===== config.mk =====
export PLATFORM = sky130hd
export DESIGN_NAME = hs_npu_mem_line_master
export DESIGN_NICKNAME = d
export VERILOG_FILES = /design/src/rtl/hs_npu_mem_line_master.sv
export SDC_FILE = /design/constraint.sdc
export NUM_CORES = 1
export LEC_CHECK = 0
export ABC_AREA = 1
export BUFFER_PORTS_ARGS = -buffer_cell sky130_fd_sc_hd__buf_2
export CAP_MARGIN = 20
export CORE_UTILIZATION = 45
export CTS_BUF_LIST = sky130_fd_sc_hd__clkbuf_4
export DETAILED_ROUTE_END_ITERATION = 7
export GPL_TIMING_DRIVEN = 0
export PLACE_DENSITY = 0.71
export SLEW_MARGIN = 5
export SYNTH_ARGS = -nofsm -noshare
export SYNTH_HDL_FRONTEND = slang
export SYNTH_SLANG_ARGS = --single-unit
export TNS_END_PERCENT = 5

===== constraint.sdc =====
create_clock -name clk -period 4.5 [get_ports clk]
set_clock_uncertainty 0.15 [all_clocks]
set_input_delay 0.9 -clock clk [delete_from_list [all_inputs] [get_ports clk]]
set_output_delay 0.9 -clock clk [all_outputs]
set_load 0.01 [all_outputs]

===== src/rtl/hs_npu_mem_line_master.sv =====
// Line-oriented Avalon-MM master for the NPU ordering stage.
// Breaks one NPU line (WORDS_PER_LINE x 32 bit) into single-word Avalon
// beats. At most one read is in flight. A soft abort finishes the beat
// already on the bus and then drops back to IDLE.
// Line layout: word 0 (lowest address) sits in the most significant slot,
// so {w0, w1} on the line ports maps to addresses base, base+4.
module hs_npu_mem_line_master #(
  parameter int WORDS_PER_LINE = 2,
  parameter int ADDR_WIDTH     = 32
) (
  input  logic                           clk,
  input  logic                           rst_n,
  input  logic                           soft_reset_i,
  input  logic                           read_ready_i,
  input  logic                           write_valid_i,
  input  logic [ADDR_WIDTH-1:0]          addr_i,
  input  logic [WORDS_PER_LINE-1:0][31:0] wdata_i,
  output logic [WORDS_PER_LINE-1:0][31:0] rdata_o,
  output logic                           mem_valid_o,
  output logic                           mem_ready_o,
  output logic [ADDR_WIDTH-1:0]          avm_address_o,
  output logic                           avm_read_o,
  output logic                           avm_write_o,
  output logic [31:0]                    avm_writedata_o,
  output logic [3:0]                     avm_byteenable_o,
  input  logic [31:0]                    avm_readdata_i,
  input  logic                           avm_readdatavalid_i,
  input  logic                           avm_waitrequest_i
);
  localparam int KW = (WORDS_PER_LINE > 1) ? $clog2(WORDS_PER_LINE) : 1;

  typedef enum logic [2:0] {IDLE, RD_REQ, RD_WAIT, WR_REQ, GAP} state_t;

  state_t                          state, state_nxt;
  logic [KW-1:0]                   k, k_nxt;
  logic [ADDR_WIDTH-1:0]           addr_q;
  logic [WORDS_PER_LINE-1:0][31:0] wbuf;      // captured write line
  logic [WORDS_PER_LINE-1:0][31:0] lbuf;      // partially assembled read line
  logic [WORDS_PER_LINE-1:0][31:0] line_nxt;  // lbuf with the arriving word merged in
  logic                            abort_q;   // soft reset seen during this transfer
  logic                            abort;
  logic                            last;
  logic [KW-1:0]                   slot;
  logic [ADDR_WIDTH-1:0]           beat_addr;
  logic                            capture;
  logic                            rd_store;

  assign abort     = abort_q | soft_reset_i;
  assign last      = (k == KW'(WORDS_PER_LINE - 1));
  assign slot      = KW'(WORDS_PER_LINE - 1) - k;
  // modulo 2^ADDR_WIDTH: a line may wrap past the top of the address space
  assign beat_addr = addr_q + (ADDR_WIDTH'(k) << 2);
  assign capture   = (state == IDLE) && !soft_reset_i && (write_valid_i || read_ready_i);
  assign rd_store  = (state == RD_WAIT) && avm_readdatavalid_i && !abort;
  assign mem_ready_o = (state == IDLE) && !soft_reset_i;

  // Merge the returning read word into its slot of the line
  always_comb begin
    line_nxt       = lbuf;
    line_nxt[slot] = avm_readdata_i;
  end

  // Next-state, word counter and Avalon command outputs
  always_comb begin
    state_nxt        = state;
    k_nxt            = k;
    avm_read_o       = 1'b0;
    avm_write_o      = 1'b0;
    avm_address_o    = '0;
    avm_writedata_o  = '0;
    avm_byteenable_o = '0;
    case (state)
      IDLE: begin
        if (!soft_reset_i) begin
          if (write_valid_i)     state_nxt = WR_REQ;
          else if (read_ready_i) state_nxt = RD_REQ;
        end
      end
      RD_REQ: begin
        avm_read_o    = 1'b1;
        avm_address_o = beat_addr;
        // an accepted read must still have its data drained, abort or not
        if (!avm_waitrequest_i) state_nxt = RD_WAIT;
      end
      RD_WAIT: begin
        if (avm_readdatavalid_i) begin
          if (abort)     state_nxt = IDLE;
          else if (last) state_nxt = GAP;
          else begin
            state_nxt = RD_REQ;
            k_nxt     = k + 1'b1;
          end
        end
      end
      WR_REQ: begin
        avm_write_o      = 1'b1;
        avm_address_o    = beat_addr;
        avm_writedata_o  = wbuf[slot];
        avm_byteenable_o = 4'hF;
        if (!avm_waitrequest_i) begin
          if (abort)     state_nxt = IDLE;
          else if (last) state_nxt = GAP;
          else           k_nxt     = k + 1'b1;
        end
      end
      GAP:     state_nxt = IDLE;
      default: state_nxt = IDLE;
    endcase
    if (state_nxt == IDLE || state_nxt == GAP) k_nxt = '0;
  end

  // State, counter and abort flag
  always_ff @(posedge clk or negedge rst_n) begin
    if (!rst_n) begin
      state   <= IDLE;
      k       <= '0;
      abort_q <= 1'b0;
    end else begin
      state   <= state_nxt;
      k       <= k_nxt;
      abort_q <= (state_nxt == IDLE) ? 1'b0 : (abort_q | soft_reset_i);
    end
  end

  // Request capture and read-line assembly; rdata_o moves only on a full line
  always_ff @(posedge clk or negedge rst_n) begin
    if (!rst_n) begin
      addr_q      <= '0;
      wbuf        <= '0;
      lbuf        <= '0;
      rdata_o     <= '0;
      mem_valid_o <= 1'b0;
    end else begin
      mem_valid_o <= 1'b0;
      if (capture) begin
        addr_q <= addr_i;
        if (write_valid_i) wbuf <= wdata_i;
      end
      if (rd_store) begin
        lbuf <= line_nxt;
        if (last) begin
          rdata_o     <= line_nxt;
          mem_valid_o <= 1'b1;
        end
      end
    end
  end

endmodule


==> metrics.cfg <==
[drt]
vias=8410
drc=0
drt_iter0_drc=461
drt_wl_total_um=25200
vias_per_cell=4.76
wl_per_cell_um=14.3
drt_first_pass_iters=5
ant_nets=0

[die]
die_w_um=144
initial_core_util=0.464
rows=51
coreArea_um2=19700
die_h_um=144
dieArea_um2=20900
io_pins=271

[cells_and_area]
fillCellCount=1952
fin_area_um2=11200
area_growth_pct=22.3
stdcell_count=1765
drive_gt1_frac=0.227
layout.nets=1624

[sta]
rsz0062_at_grt=false
finalMaxSlewViolations=0
slew_headroom=0.527
worst_pin_slew_ns=0.710
final-hold-violation-count=0
fin_crit_sh=0.920
layout_min_cycle_time_ns=4.14
fmax_mhz=242
setup_viol=0

[global_route]
grt_pass1_wl_um=39400
grt_use_met2=0.412
grt_antenna_before_repair=2
grtUsageMet1=0.326
first_global_vias=7967
overflow=0
grtUsageMet3=0.0530
grt_max_degree=115
grt_usage=0.247
grt_busiest_layer=met2

[yosys]
synth-async-reset-ratio=1.00
synth_edf_count=0
yosysSeqAreaShare=0.543
synth_top_area_frac=0.543
synthTopCellsByArea=dfrtp_1 54%, nand2_1 19%, inv_1 5.8%
synthFlopType=dfrtp_1
synth_seq_cells=198
netlist_area_um2=9130
synth_cell_types=26
synth_common_cells=458 x nand2_1, 198 x dfrtp_1, 142 x inv_1
yosysTopAreaCell=dfrtp_1
synth_most_common_cell=nand2_1
avgSynthCellArea_um2=7.63
synth_nets=1334
syn_inst=1197
ys_warn_count=0

[place]
gp_congestion=0.938
place_area_um2=10800
dp.cells=1733
dp_hpwl_um=18700
portBuffers=270

[critical_path]
cp_max_fo=6
required_ns=3.45
worstSetupEndpointType=output pin
startpoint_type=flop
critical_path_class=reg -> out
cp.arrival_ns=3.09
reg2reg_depth=7

[clock_network]
hold_buffers=0
clock_latency_ns=0.59
tritoncts=yes
cts_buffers=17
clock_sinks=198
h-tree-depth=4
postCtsSetupBuffers=0
cts_buffer_depth=2
clk_pin_slew_ns=0.19
clock-root-buffer=clkbuf_4
cts_resized=0

[run_status]
run_status=complete, no violations

[power]
pwr_density_cell_nw_per_um2=597
power_leakage_uw=0.00646
finalPower_uw=6660
ir_worst_vdd_v=0.000286

[hold_path]
hold_path_class=in -> async

[flow_run]
maxCapViolCount=0

flip-flops by register name, summed over array words and instances, names as in the netlist:
signal	count
addr_q	32
wbuf	64
abort_q	1
k	1
lbuf	32
state	3
mem_valid_o	1
rdata_o	64
kinds of logic (layout without fill, tap and decap cells):
group           after synthesis  after routing  synth area share
compound gates              170            170            0.0933
flops                       198            198             0.543
other cells                   0              1                 0
fa+ha+maj                     2              2           0.00274
simple gates                613            613             0.260
buf+inv                     207            509            0.0942
xor+xnor                      7              7           0.00672
critical path, stage by stage, from the launching register on:
cell and delay [ns]:
dfrtp_1 0.55, ha_1 0.32, ha_1 0.28, nand2_1 0.13
nor2_1 0.29, nand2_1 0.22, nor2_1 0.30, nand2_1 0.09
o21ai_0 0.15, nor2_1 0.06, buf_2 0.14
where the power goes:
part           switching, µW  internal, µW  leakage [µW]
Sequential               443          2550       0.00245
Combinational           1670           993       0.00384
Clock                    697           311      0.000164
Total                   2810          3850       0.00646
cell usage in the layout (no fill, tap or decap), types with 3 or more instances in the layout:
| cell type | count |
|---|---|
| xnor2_1 | 5 |
| o21ai_1 | 25 |
| clkinv_1 | 4 |
| nor2_1 | 115 |
| inv_8 | 3 |
| a21oi_1 | 40 |
| clkbuf_4 | 17 |
| buf_6 | 3 |
| o21ai_0 | 104 |
| inv_1 | 142 |
| buf_2 | 290 |
| buf_4 | 9 |
| dfrtp_1 | 198 |
| nand2_1 | 458 |
| nand3_1 | 32 |
| clkinv_8 | 4 |
| clkbuf_1 | 25 |
per-layer routing:
layer  share of wire  vias to the layer above
met4           0.011                        2
li1                -                     4221
met5         0.00052                        -
met2            0.48                      263
met3           0.065                       27
met1            0.44                     3897
final cells by class:
class	count	area [µm²]	area share
sequential	198	4950	0.444
timing repair buffer	271	1390	0.124
inverter	147	552	0.0494
multi-input combinational	792	3310	0.297
clock inverter	14	184	0.0165
antenna	1	2.50	0.000224
tap	265	332	0.0297
buffer	60	308	0.0276
clock buffer	17	128	0.0114
stage by stage:
step           setup TNS, ns  worst slack [ns]  hold WS, ns  utilization
2_1_floorplan              0              1.65        0.296            -
3_3_place_gp         -187.06            -0.965        0.299        0.550
3_5_place_dp               0              1.01        0.304        0.552
4_1_cts                    0             0.359        0.117        0.568
5_1_grt                    0             0.143        0.137        0.568
6_report                   0             0.360       0.0916        0.568
final timing paths:
| kind | startpoint | end | slack, ns |
|---|---|---|---|
| max in group asynchronous | rst_n | rdata_o[60] | 3.10 |
| hold reg to reg | rdata_o[8] | rdata_o[8] | 0.34 |
| setup / recovery | k | avm_address_o[16] | 0.36 |
| min in group clk | wdata_i[10] | wbuf[10] | 0.33 |
| setup reg to reg | k | lbuf[63] | 2.45 |
| hold / removal | rst_n | addr_q[31] | 0.09 |
Power figures use the tool's default switching activity.
